$ cat config.mk
export PLATFORM = sky130hd
export DESIGN_NAME = pipe_skid_reg
export DESIGN_NICKNAME = d
export VERILOG_FILES = /design/src/rtl/pipe_pkg.sv /design/src/rtl/pipe_skid_reg_d_ff_en.sv /design/src/rtl/pipe_skid_reg.sv
export SDC_FILE = /design/constraint.sdc
export NUM_CORES = 1
export LEC_CHECK = 0
export BUFFER_PORTS_ARGS = -buffer_cell sky130_fd_sc_hd__clkbuf_2
export CAP_MARGIN = 30
export CORE_UTILIZATION = 45
export DETAILED_ROUTE_END_ITERATION = 10
export MAX_ROUTING_LAYER = met4
export PLACE_DENSITY = 0.76
export SLEW_MARGIN = 40
export SYNTH_ARGS = -nofsm -noshare
export SYNTH_HDL_FRONTEND = slang
export SYNTH_SLANG_ARGS = --single-unit
$ cat constraint.sdc
create_clock -name clk -period 2.1 [get_ports clk]
set_clock_uncertainty 0.2 [all_clocks]
set_input_delay 0.42 -clock clk [delete_from_list [all_inputs] [get_ports clk]]
set_output_delay 0.42 -clock clk [all_outputs]
set_load 0.005 [all_outputs]
$ cat src/rtl/pipe_pkg.sv
`default_nettype none
// +----------------------------------------------------------------------------+
// | pipe_pkg                                                                   |
// | Shared definitions for the pipeline skid register: the three-state         |
// | occupancy FSM encoding used by pipe_skid_reg.                              |
// | Ports: none (package).                                                     |
// | Revision: 1.0 - initial release                                            |
// +----------------------------------------------------------------------------+
package pipe_pkg;

  localparam int STATE_W = 2;

  // EMPTY: no entries; BUSY: main register valid; FULL: main and skid valid.
  typedef enum logic [STATE_W-1:0] {
    EMPTY = 2'd0,
    BUSY  = 2'd1,
    FULL  = 2'd2
  } state_t;

endpackage : pipe_pkg
`default_nettype wire

$ cat src/rtl/pipe_skid_reg_d_ff_en.sv
`default_nettype none
// +----------------------------------------------------------------------------+
// | D_FF_en                                                                    |
// | Single-bit D flip-flop with synchronous active-high reset and load enable. |
// | Ports: clk   - clock                                                       |
// |        reset - synchronous reset, clears q to 0                            |
// |        en    - load enable                                                 |
// |        d     - data in                                                     |
// |        q     - registered data out                                         |
// | Revision: 1.0 - initial release                                            |
// +----------------------------------------------------------------------------+
module D_FF_en (
  input  logic clk,
  input  logic reset,
  input  logic en,
  input  logic d,
  output logic q
);

  always_ff @(posedge clk) begin
    if (reset) begin
      q <= 1'b0;
    end else if (en) begin
      q <= d;
    end
  end

endmodule : D_FF_en
`default_nettype wire

$ cat src/rtl/pipe_skid_reg.sv
`default_nettype none
// +----------------------------------------------------------------------------+
// | pipe_skid_reg                                                              |
// | Two-entry pipeline skid register. in_ready is registered so that the       |
// | upstream ready path is fully decoupled from out_ready; the skid register   |
// | absorbs the one payload that can arrive while the stall propagates.        |
// | Ports: clk, reset     - clock, synchronous active-high reset               |
// |        flush          - squash all buffered entries on the next edge      |
// |        in_valid/ready - upstream handshake, in_data payload               |
// |        out_valid/ready- downstream handshake, out_data payload            |
// |        occupancy      - number of buffered entries (0..2)                 |
// | Revision: 1.0 - initial release                                            |
// +----------------------------------------------------------------------------+
module pipe_skid_reg
  import pipe_pkg::*;
#(
  parameter int WIDTH = 64
) (
  input  logic             clk,
  input  logic             reset,
  input  logic             flush,
  input  logic             in_valid,
  input  logic [WIDTH-1:0] in_data,
  output logic             in_ready,
  output logic             out_valid,
  output logic [WIDTH-1:0] out_data,
  input  logic             out_ready,
  output logic [1:0]       occupancy
);

  state_t           state;
  state_t           state_next;
  logic             in_ready_q;
  logic             main_valid;
  logic             skid_valid;
  logic             accept_in;
  logic             accept_out;
  logic             main_en;
  logic             skid_en;
  logic             main_sel_skid;
  logic [WIDTH-1:0] main_d;
  logic [WIDTH-1:0] main_q;
  logic [WIDTH-1:0] skid_q;

  // Valid bits are the decoded FSM state: one source of truth for occupancy.
  assign main_valid = (state != EMPTY);
  assign skid_valid = (state == FULL);

  assign accept_in  = in_valid & in_ready_q;
  assign accept_out = main_valid & out_ready;

  // ---------------------------------------------------------------------------
  // State register. in_ready is registered from the next state so it never
  // depends combinationally on out_ready.
  // ---------------------------------------------------------------------------
  always_ff @(posedge clk) begin
    if (reset) begin
      state      <= EMPTY;
      in_ready_q <= 1'b1;
    end else begin
      state      <= state_next;
      in_ready_q <= (state_next != FULL);
    end
  end

  // ---------------------------------------------------------------------------
  // Next-state and register-enable logic.
  // ---------------------------------------------------------------------------
  always_comb begin
    state_next    = state;
    main_en       = 1'b0;
    skid_en       = 1'b0;
    main_sel_skid = 1'b0;

    if (flush) begin
      // Squash everything; data registers keep their stale contents.
      state_next = EMPTY;
    end else begin
      unique case (state)
        EMPTY: begin
          if (accept_in) begin
            state_next = BUSY;
            main_en    = 1'b1;
          end
        end
        BUSY: begin
          if (accept_in && accept_out) begin
            main_en = 1'b1;
          end else if (accept_in) begin
            state_next = FULL;
            skid_en    = 1'b1;
          end else if (accept_out) begin
            state_next = EMPTY;
          end
        end
        FULL: begin
          // in_ready is low here, so no new payload can arrive.
          if (accept_out) begin
            state_next    = BUSY;
            main_en       = 1'b1;
            main_sel_skid = 1'b1;
          end
        end
        default: begin
          state_next = EMPTY;
        end
      endcase
    end
  end

  assign main_d = main_sel_skid ? skid_q : in_data;

  // ---------------------------------------------------------------------------
  // Per-bit storage.
  // ---------------------------------------------------------------------------
  for (genvar i = 0; i < WIDTH; i++) begin : g_bit
    D_FF_en u_main_ff (
      .clk   (clk),
      .reset (reset),
      .en    (main_en),
      .d     (main_d[i]),
      .q     (main_q[i])
    );

    D_FF_en u_skid_ff (
      .clk   (clk),
      .reset (reset),
      .en    (skid_en),
      .d     (in_data[i]),
      .q     (skid_q[i])
    );
  end : g_bit

  assign in_ready  = in_ready_q;
  assign out_valid = main_valid;
  assign out_data  = main_q;
  assign occupancy = {1'b0, main_valid} + {1'b0, skid_valid};

endmodule : pipe_skid_reg
`default_nettype wire
=== Word-level counts from Yosys, hierarchy flattened ===
Cells that the tools add are included.

* Flip-flop bits (word level): 131
* Word-level logic and storage cells: 157

* Add/subtract/negate cells: 1
* Eq/ne operators: 3
* Muxes and demuxes: 18
* Bitwise operators: 2
* Reductions and logical operators: 3

{| class="wikitable"
|+ Operators with widths
! operator !! number
|-
| two-way mux 64 bit || 1
|-
| two-way mux 2 bit || 6
|-
| two-way mux 1 bit || 9
|-
| one-hot mux 2 bit (3 select lines) || 1
|-
| one-hot mux 1 bit (3 select lines) || 1
|-
| adder 1 x 1 -> 2 bit || 1
|-
| bitwise AND 1 bit || 2
|-
| == test 2 x 1 -> 1 bit (second input constant) || 1
|-
| == test 2 bit (second input constant) || 1
|-
| logical NOT 2 bit || 1
|-
| inequality test 2 bit (second input constant) || 1
|-
| nonzero test 2 bit || 1
|-
| logical AND 1 bit || 1
|}

=== Longest topological paths before layout ===
Gate-level depths: netlist (run 1).

* Depth in word-level cells: 8
* Gate-level depth with buffers: 7
* Gate-level depth less buffers: 4

=== Modules after synthesis ===
A second synthesis (run 1) with hierarchy kept.

* Cell total of the unflattened synthesis: 477
* Area total of the unflattened synthesis: 5,600.4 sq um

{| class="wikitable"
|+ Modules (own cells, without submodules)
! module !! instances !! cells each !! area an instance (sq um)
|-
| D_FF_en || 128 || 3 || 33.8
|-
| pipe_skid_reg || 1 || 93 || 1,276.2
|}

=== Least setup slack after synthesis (run 1) ===
Ideal clock, no wire load.

* Path type: input to register
* Start: input port out_ready
* End: register g_bit[0].u_skid_ff.q
* Arrival time: 1.445 ns
* Data required time: 1.768 ns
* Slack: 0.323 ns
* Stages on the path: 6
* Path through: nand2b_2 -> or4_1 -> buf_2 -> buf_6 -> nand2_1 -> a21oi_1

* Word-level cells in the longest chain between the ends: 5

{| class="wikitable"
|+ Ends and longest elaborated chain
! item !! RTL line !! source
|-
| start, declared || pipe_skid_reg.sv:27 || <nowiki>input logic out_ready,</nowiki>
|-
| bitwise AND 1 bit || pipe_skid_reg.sv:50 || <nowiki>assign accept_out = main_valid & out_ready;</nowiki>
|-
| logical AND 1 bit || pipe_skid_reg.sv:87 || <nowiki>if (accept_in && accept_out) begin</nowiki>
|-
| two-way mux 1 bit || pipe_skid_reg.sv:87 ||
|-
| two-way mux 1 bit || pipe_skid_reg.sv:79 || <nowiki>unique case (state)</nowiki>
|-
| two-way mux 1 bit || pipe_skid_reg.sv:75 || <nowiki>if (flush) begin</nowiki>
|-
| end signal, assigned || pipe_skid_reg_d_ff_en.sv:22 || <nowiki>q <= 1'b0;</nowiki>
|-
| end signal, assigned || pipe_skid_reg_d_ff_en.sv:24 || <nowiki>q <= d;</nowiki>
|-
| end, declared || pipe_skid_reg_d_ff_en.sv:17 || <nowiki>output logic q</nowiki>
|}

Every way passes these cells.
A chain may end at the register's enable or synchronous reset.

=== Final worst setup path (run 1) ===
* Start: register state[1]
* End: register g_bit[45].u_main_ff.q

* Word-level cells in the longest chain between the ends: 6

{| class="wikitable"
|+ Ends and longest elaborated chain
! item !! RTL line !! source
|-
| start, declared || pipe_skid_reg.sv:31 || <nowiki>state_t state;</nowiki>
|-
| start signal, assigned || pipe_skid_reg.sv:61 || <nowiki>state <= state_next;</nowiki>
|-
| nonzero test 2 bit || pipe_skid_reg.sv:46 || <nowiki>assign main_valid = (state != EMPTY);</nowiki>
|-
| bitwise AND 1 bit || pipe_skid_reg.sv:50 ||
|-
| logical AND 1 bit or two-way mux 1 bit (tied branches) || pipe_skid_reg.sv:87, pipe_skid_reg.sv:98 ||
|-
| two-way mux 1 bit (on tied branches) || pipe_skid_reg.sv:87, pipe_skid_reg.sv:79 ||
|-
| one-hot mux 1 bit (3 select lines) or two-way mux 1 bit (tied branches) || pipe_skid_reg.sv:79, pipe_skid_reg.sv:75 ||
|-
| two-way mux 1 bit or two-way mux 64 bit (tied branches) || pipe_skid_reg.sv:75, pipe_skid_reg.sv:111 ||
|-
| end signal, assigned || pipe_skid_reg_d_ff_en.sv:22 ||
|-
| end signal, assigned || pipe_skid_reg_d_ff_en.sv:24 ||
|-
| end, declared || pipe_skid_reg_d_ff_en.sv:17 ||
|}

Several ways; a longest one is shown, not always the timed one.

==> metrics.txt, run 1 <==
Syn Inst Count between 600 and 700; Synth Cell Area about 6000 um2; DRC violations left 0; NumNets Final 777; MaxCap Viol Count 0; port buffer count 136; Synth Flop Type dfxtp_1; WL/cell between 10 and 15 um; area leader, netlist dfxtp_1; vias 4399; DP Cell Count between 800 and 900; row count 42; Largest delay share family, worst path flip-flops; outcome finished, final reports clean; Worst-Skew Late Latency about 0.40 ns; dpl hpwl around 7600 um; ys async rst share 0; pre-CTS WS 0.0705 ns; worst reg2reg endpoint g_bit[45].u_main_ff.q; CTS tree built; Worst Setup Start Kind flip-flop; area growth from synthesis to layout 12.8%; unrepaired setup endpoints after global routing false; Post CTS Setup Buffer Count 0; antenna cells 0; clock buffer count from CTS 17; FF-to-FF path depth 5; vias per cell roughly 4.9; Die Area around 14000 um2; hold_buf cts 0; drt pass-1 iters 5; Final Critical Period just under 2 ns; Area contributors post-synth dfxtp_1, mux2i_1, buf_4; Pwr Density between 900 and 1000 nW/um2; worst reg2reg setup slack ~0.14 ns; Critical Path Source state[1]; Levels on crit path 5; layout cells sized above 1 0.311; Synth Register Bits around 130; Pleak about 2.6 nW; initial antenna violation count 0; Root Driver clkbuf_16; period utilization 0.931; Yosys warnings 0; largest net degree at the start of global routing 65; first-pass GRT wire length between 15000 and 20000 um; die width around 120 um; Initial Utilization 0.462; clk slew on worst S/H paths ~0.06 ns; Clock Sinks 131; Final WS setup 0.144 ns; Post-synth EDFFs 0; RR Startpoint state[1]; Post-Syn Nets roughly 720; endpoint class of the critical path flip-flop; register area share after synthesis 0.428; Clock Path Buffers 2; Worst Hold Class in2reg; WL final around 12000 um; WP buf/inv 1; die height approximately 120 um; Final Hold Viols 0; Cell variety after synth 30; Antenna Nets Post-Route 0; share of the synthesized area in the top cell type 0.428; slowest CP cell dfxtp_1; Final setup viols 0; total grt overflow 0; Non-Filler Instances 897; post-route setup TNS 0 ns; worst slew pin tran 0.509 ns; cell with the most instances after synthesis dfxtp_1; vias in the first global route around 4100; Peak Freq about 500 MHz; worst-path fanout max 34; crit path DAT 2.04 ns; Critical Path Sink g_bit[45].u_main_ff.q; All-Layer GR Usage 0.174; peak supply drop 0.505 mV; top cells by count, synth dfxtp_1, nand2_1, a21oi_1, buf_4, nor2_1; worst endpoint required time 2.19 ns; Avg Inst Size Synth between 9 and 10 um2; CTS resizes 0; Worst slew margin 0.661; pins over their slew limit 0; crit path cell chain nor2b_4 > and3b_4 > buf_12 > mux2i_1 > a211oi_2; Core ar. 13200 um2; max incr delay on CP approximately 0.49 ns; starting DRC count in detailed routing 260; critical path type reg2reg; I/O pin count about 140; CTS H-tree depth 4; GP Congestion about 0.71
## power breakdown
part / leakage [nW] / switching, W / internal (W)
sequential: 1.07 / 0.0000588 / 0.00260
combinational: 1.20 / 0.000311 / 0.000275
clock: 0.296 / 0.00104 / 0.00195
## final cells by class
| cell class | count | area (um2) |
|---|---|---|
| fillers | 1248 | 6340 |
| flip-flops and latches | 131 | 2620 |
| multi-input cells | 402 | 2480 |
| repair buffers | 156 | 971 |
| clock buffers | 22 | 474 |
| well taps | 176 | 220 |
| clock inverters | 10 | 130 |
## worst min-delay path by stage
stage                                        to             startpoint  slack [ns]  cells after the start
final                     g_bit[26].u_skid_ff.q            in_data[26]        0.04                      3
after global routing      g_bit[21].u_skid_ff.q            in_data[21]        0.03                      3
after CTS                 g_bit[26].u_skid_ff.q            in_data[26]        0.02                      3
after detailed placement  g_bit[62].u_skid_ff.q  g_bit[62].u_skid_ff.q        0.25                      2
after global placement    g_bit[51].u_skid_ff.q  g_bit[51].u_skid_ff.q        0.24                      2
after floorplan           g_bit[12].u_skid_ff.q  g_bit[12].u_skid_ff.q        0.23                      2
## registers in the layout (all words and copies together), names as in the netlist
name	cells
g_bit.u_main_ff.q	64
state	2
g_bit.u_skid_ff.q	64
in_ready	1
## tightest hold or removal path, delay by kind of cell
family	cells	cell delay, ns
simple gates	1	0.05
buf+inv	1	0.09
compound gates	1	0.05
## per-stage QoR
stage / area (um2) / total power [W] / hold slack (ns) / utilization
finish: 6900 / 0.00623 / 0.0438 / 0.521
global route: 6900 / 0.00648 / 0.0295 / 0.521
CTS: 6900 / 0.00631 / 0.0245 / 0.521
detailed placement: 6300 / 0.00330 / 0.248 / 0.476
global placement: 6300 / 0.00329 / 0.240 / 0.476
floorplan: 6120 / 0.00319 / 0.233 / -
## placed cells by master (no fill, tap or decap), types with 11 or more instances in the layout
cell	count
a211oi_1	33
a211oi_2	31
a21oi_1	65
buf_12	11
clkbuf_16	17
clkbuf_2	135
dfxtp_1	131
mux2i_1	64
nand2_1	129
nor2_1	65
## routing by layer
| layer | vias to the layer above | track usage | share of wire |
|---|---|---|---|
| met3 | 16 | 0.0463 | 0.045 |
| met5 | - | - | 0 |
| met4 | 0 | 0.0680 | 0.014 |
| met1 | 2011 | 0.206 | 0.46 |
| met2 | 107 | 0.280 | 0.48 |
| li1 | 2265 | - | - |
## logic make-up (layout without fill, tap and decap cells)
kind of cell    after synthesis  in the layout  synth area share
compound gates              131            131             0.159
xor+xnor                      1              1           0.00143
buf+inv                     115            188             0.168
flops                       131            131             0.428
mux                          64             64             0.105
simple gates                206            206             0.138
Note: power is estimated with default switching activity, not from simulation.
==> run 2, diff against run 1 <==
CTS_BUF_LIST = sky130_fd_sc_hd__clkbuf_8   (was default)
SETUP_SLACK_MARGIN = 0.2   (was default)
==> run 2 against run 1 <==
Net effect: total power is 11% lower; first-iteration DRC count rose by 8.8%; combinational power rose by 16%; via count increased by 6.7%; critical path type unchanged; critical endpoint is now g_bit[17].u_main_ff.q; largest cell class unchanged; largest power group is now sequential cells.
==> metrics.txt, run 2 (same netlist as run 1, synthesis figures left out) <==
outcome finished, final reports clean; peak supply drop 0.448 mV (-11%); dpl hpwl 7570 um (unchanged); worst reg2reg endpoint g_bit[17].u_main_ff.q; Pwr Density 759 nW/um2 (-16%); Clock Sinks 131 (unchanged); Clock Path Buffers 2 (unchanged); worst slew pin tran 0.523 ns (+0.0143 ns); Pleak 2.74 nW (+6.8%); Die Area 14100 um2 (unchanged); CTS H-tree depth 4 (unchanged); Root Driver clkbuf_8; DRC violations left 0 (unchanged); All-Layer GR Usage 0.182 (+0.00859); WL final 13300 um (+14%); initial antenna violation count 0 (unchanged); row count 42 (unchanged); WL/cell 14.1 um (+8.7%); post-route setup TNS 0 ns (unchanged); vias per cell 4.97 (+1.3%); starting DRC count in detailed routing 283 (+8.8%); most common cell after layout, fill and taps aside clkbuf_2; Critical Path Source state[1]; Peak Freq 547 MHz (+7.0%); Hold Path Sink g_bit[7].u_skid_ff.q; worst-path fanout max 17 (-50%); port buffer count 136 (unchanged); endpoint class of the critical path flip-flop; Antenna Nets Post-Route 0 (unchanged); Worst Hold Class in2reg; Worst slew margin 0.651 (-0.00951); worst endpoint required time 2.20 ns (about the same); period utilization 0.870 (-0.0612); drt pass-1 iters 5 (unchanged); GP Congestion 0.713 (unchanged); Initial Utilization 0.462 (unchanged); I/O pin count 137 (unchanged); Area after DPL 6300 um2 (unchanged); layout cells sized above 1 0.309 (-0.00119); top flop regs g_bit.u_main_ff.q: 64 flops, g_bit.u_skid_ff.q: 64 flops, state: 2 flops; clock buffer count from CTS 17 (unchanged); total grt overflow 0 (unchanged); Worst-Skew Late Latency 0.43 ns (+0.03 ns); NumNets Final 825 (+6.2%); fin area 7300 um2 (+5.8%); unrepaired setup endpoints after global routing false; die height 119 um (unchanged); Worst Setup Start Kind flip-flop; Final setup viols 0 (unchanged); Final Critical Period 1.83 ns (-0.128 ns); clk slew on worst S/H paths 0.08 ns (+0.02 ns); FF-to-FF path depth 5 (unchanged); hold path start in_data[7]; crit path DAT 1.92 ns (-0.12 ns); Final Hold Viols 0 (unchanged); vias in the first global route 4273 (+4.4%); area growth from synthesis to layout 19.3%; fillcell total 1193 (-4.4%); MaxCap Viol Count 0 (unchanged); critical path type reg2reg; pins over their slew limit 0 (unchanged); antenna cells 0 (unchanged); final core utilization 0.552 (+0.0303); largest net degree at the start of global routing 65 (unchanged); vias 4694 (+6.7%); CTS tree built; Core ar. 13200 um2 (unchanged); RR Startpoint state[1]; most frequent cells in the layout clkbuf_2, nand2_1, dfxtp_1; die width 119 um (unchanged); Hold Crit Depth 3 (unchanged); worst reg2reg setup slack 0.27 ns (+0.13 ns); first-pass GRT wire length 20100 um (+5.0%)
run 2: cell types whose count changed in the layout (fill, tap and decap cells not counted), sizes merged:
cell | previous run | this run
dlygate4sd3 | 0 | 42
buf | 21 | 23
clkbuf | 157 | 159
inv | 0 | 2
run 2: worst max-delay path by stage:
stage	to	cells after the start
after floorplan	g_bit[0].u_skid_ff.q	6
after global placement	g_bit[30].u_skid_ff.q	6
after detailed placement	g_bit[24].u_skid_ff.q	6
after CTS	g_bit[4].u_skid_ff.q	5
after global routing	g_bit[17].u_main_ff.q	5
final	g_bit[17].u_main_ff.q	5
run 2: worst max-delay path, stage by stage (launching register included):
cell and delay, ns:
dfxtp_4 0.39, nor2b_4 0.18, and3b_4 0.32, clkbuf_16 0.25, mux2i_1 0.24, a211oi_1 0.10
run 2: metrics by stage:
step,power (W),hold WS (ns),worst slack [ns],instances
floorplan,0.00319,0.233,0.323,648
global placement,0.00329,0.240,0.101,865
detailed placement,0.00330,0.248,0.0705,865
CTS,0.00558,0.000433,0.218,938
global route,0.00579,0.00480,0.178,945
finish,0.00555,0.0356,0.273,945
run 2: cell type report:
type,instances,area (um2),share of cell area
Clock buffer,20,275,0.0377
Clock inverter,12,138,0.0188
Multi-Input combinational cell,402,2520,0.345
Sequential cell,131,2630,0.360
Tap cell,176,220,0.0301
Timing Repair Buffer,204,1520,0.208
run 2: repair_timing:
action / in CTS / in global routing
hold buffers: 41 / 1
gates cloned: 0 / 4
endpoints found under the setup margin: 64 / 89
resized for setup: 2 / 10
setup buffers: 0 / 2
hold endpoints to repair: 41 / 1
pin swaps: 0 / 2
run 2: where the power goes:
part / total [W] / internal (W) / switching [W]
clock network: 0.00221 / 0.00125 / 0.000961
registers: 0.00265 / 0.00259 / 0.0000606
logic: 0.000681 / 0.000341 / 0.000339
total: 0.00555 / 0.00419 / 0.00136
run 2: routing by layer:
metal	share of wire	up-vias	track usage	wire [um]
li1	-	2353	-	-
met1	0.46	2189	0.212	6080
met2	0.49	136	0.295	6530
met3	0.038	16	0.0478	506
met4	0.014	0	0.0799	180
met5	0	-	-	0
==> run 3, diff against run 2 <==
ABC_CLOCK_PERIOD_IN_PS = 1770   (was default)
BUFFER_PORTS_ARGS = default   (was -buffer_cell sky130_fd_sc_hd__clkbuf_2)
DONT_BUFFER_PORTS = 1   (was default)
PLACE_DENSITY = 0.68   (was 0.76)
clock period = 1.77 ns   (was 2.1 ns; I/O delays follow)
==> run 3 against run 2 <==
Net effect: the run now ends with negative hold slack, negative setup slack left; via count down 2.7%; fmax rose by 0.39%; clock power grew 24%; combinational power hardly changed; sequential power increased by 21%; final cell count decreased by 15%; register-to-register slack worse by 0.32 ns; die area stayed put; count of clock-buffer cells in the layout shrank 1; total power grew 19%; worst setup slack lost 0.32 ns; first-iteration DRC count decreased by 14%; critical endpoint is now g_bit[28].u_skid_ff.q; largest power group unchanged; highest routed layer unchanged.
==> metrics.txt, run 3 (same netlist as run 1, synthesis figures left out) <==
first-pass GRT wire length 24000 um (+20%); starting DRC count in detailed routing 244 (-14%); Clock Path Buffers 2 (unchanged); area growth from synthesis to layout 32.5%; total grt overflow 0 (unchanged); clock buffer count from CTS 17 (unchanged); clk slew on worst S/H paths 0.07 ns (about the same); Worst slew margin 0.851 (+0.200); CTS H-tree depth 4 (unchanged); Die Area 14100 um2 (unchanged); most common cell after layout, fill and taps aside dfxtp_1; CTS tree built; die width 119 um (unchanged); dpl hpwl 7600 um (+0.39%); port buffer count 0 (-100%); All-Layer GR Usage 0.229 (+0.0470); fin area 8110 um2 (+11%); I/O pin count 137 (unchanged); top flop regs g_bit.u_main_ff.q: 64 flops, g_bit.u_skid_ff.q: 64 flops, state: 2 flops; period utilization 1.03 (+0.158); Worst-Skew Late Latency 0.44 ns (about the same); vias 4569 (-2.7%); hold_buf cts 2 (-95%); Final Hold Viols 131 (+131); routed wl met3 1040 um (+110%); met1 WL 7710 um (+27%); drt pass-1 iters 4 (-1); die height 119 um (unchanged); DRC violations left 0 (unchanged); pins over their slew limit 0 (unchanged); Pwr Density 817 nW/um2 (+7.6%); Core ar. 13200 um2 (unchanged); Initial Utilization 0.462 (unchanged); post-route setup TNS -0.772 ns (-0.772 ns); Antenna Nets Post-Route 0 (unchanged); WL final 18000 um (+36%); GP Congestion 0.706 (-1.0%); WL/cell 22.4 um (+59%); DP Cell Count 721 (-17%); unrepaired setup endpoints after global routing true; Final Critical Period 1.82 ns (-0.00710 ns); Worst Hold Class in2reg; Final setup viols 42 (+42); endpoint class of the critical path flip-flop; row count 42 (unchanged); initial antenna violation count 0 (unchanged); antenna cells 0 (unchanged); Root Driver clkbuf_8; peak supply drop 0.459 mV (+2.6%); WL met2 9010 um (+38%); critical path type reg2reg; Non-Filler Instances 805 (-15%); Peak Freq 549 MHz (+0.39%); worst hold slack -0.220 ns (-0.256 ns); crit path DAT 1.95 ns (+0.03 ns); worst slew pin tran 0.217 ns (-0.306 ns); most frequent cells in the layout dfxtp_1, nand2_4, a21oi_2; Pleak 2.78 nW (+1.7%); Final WS setup -0.0501 ns (-0.323 ns); worst-path fanout max 7 (-10); vias per cell 5.68 (+14%); Area after DPL 5490 um2 (-13%); pre-CTS WS -0.132 ns (-0.203 ns); DR top layer met4; largest net degree at the start of global routing 132 (+100%); NumNets Final 686 (-17%); vias in the first global route 4432 (+3.7%); layout cells sized above 1 0.528 (+0.218); worst endpoint required time 1.90 ns (-0.30 ns); violations in the final reports negative hold slack, negative setup slack; outcome finished, violations left; Worst Setup Start Kind flip-flop; Clock Sinks 131 (unchanged); MaxCap Viol Count 0 (unchanged)
[run 3: changes by cell type in the layout (fill, tap and decap cells not counted), moves of 40 or more]
cell / change
a21oi_1: -44
nand2_4: +54
nand2_1: -91
clkbuf_2: -135
dlygate4sd3_1: -40
a21oi_2: +44
[run 3: final timing paths]
kind,depth (start not counted),slack (ns),endpoint,from
worst max register to register,6,-0.05,g_bit[28].u_skid_ff.q,in_ready
worst max-delay path,6,-0.05,g_bit[28].u_skid_ff.q,in_ready
worst min-delay path,1,-0.22,g_bit[57].u_skid_ff.q,reset
worst min register to register,2,0.26,g_bit[57].u_skid_ff.q,g_bit[57].u_skid_ff.q
[run 3: final cells by class]
cell class | count | area, um2
Fill cell | 1075 | 5130
Multi-Input combinational cell | 402 | 3480
Timing Repair Buffer | 65 | 1350
Clock inverter | 12 | 164
Clock buffer | 19 | 262
Tap cell | 176 | 220
Sequential cell | 131 | 2630
[run 3: power breakdown]
part	total [W]	leakage [nW]	switching, W	internal (W)
Combinational	0.000682	1.49	0.000324	0.000359
Clock	0.00274	0.224	0.00116	0.00158
Sequential	0.00320	1.07	0.000124	0.00308
[run 3: critical path, stage by stage (launching register included)]
cell       delay [ns]
dfxtp_4          0.40
nand2_4          0.06
or4_4            0.56
buf_12           0.18
clkbuf_16        0.18
nand2_2          0.07
a21oi_1          0.05
[run 3: layer usage]
layer	up-vias	track usage
li1	2102	-
met1	2282	0.277
met2	159	0.368
met3	26	0.0652
met4	0	0.0759
met5	-	-
[run 3: metrics by stage]
stage,hold WS (ns),utilization,power [W]
global placement,0.224,0.415,0.00361
global route,-0.269,0.612,0.00687
finish,-0.220,0.612,0.00662
detailed placement,0.227,0.415,0.00364
floorplan,0.223,-,0.00379
CTS,-0.260,0.532,0.00652
[run 3: repair_timing]
action / 4_1_cts / 5_1_grt
resized for setup: 137 / 175
endpoints found under the setup margin: 131 / 131
gates cloned: 17 / 16
setup buffers: 12 / 6
pin swaps: 41 / 83
hold endpoints to repair: 131 / 131
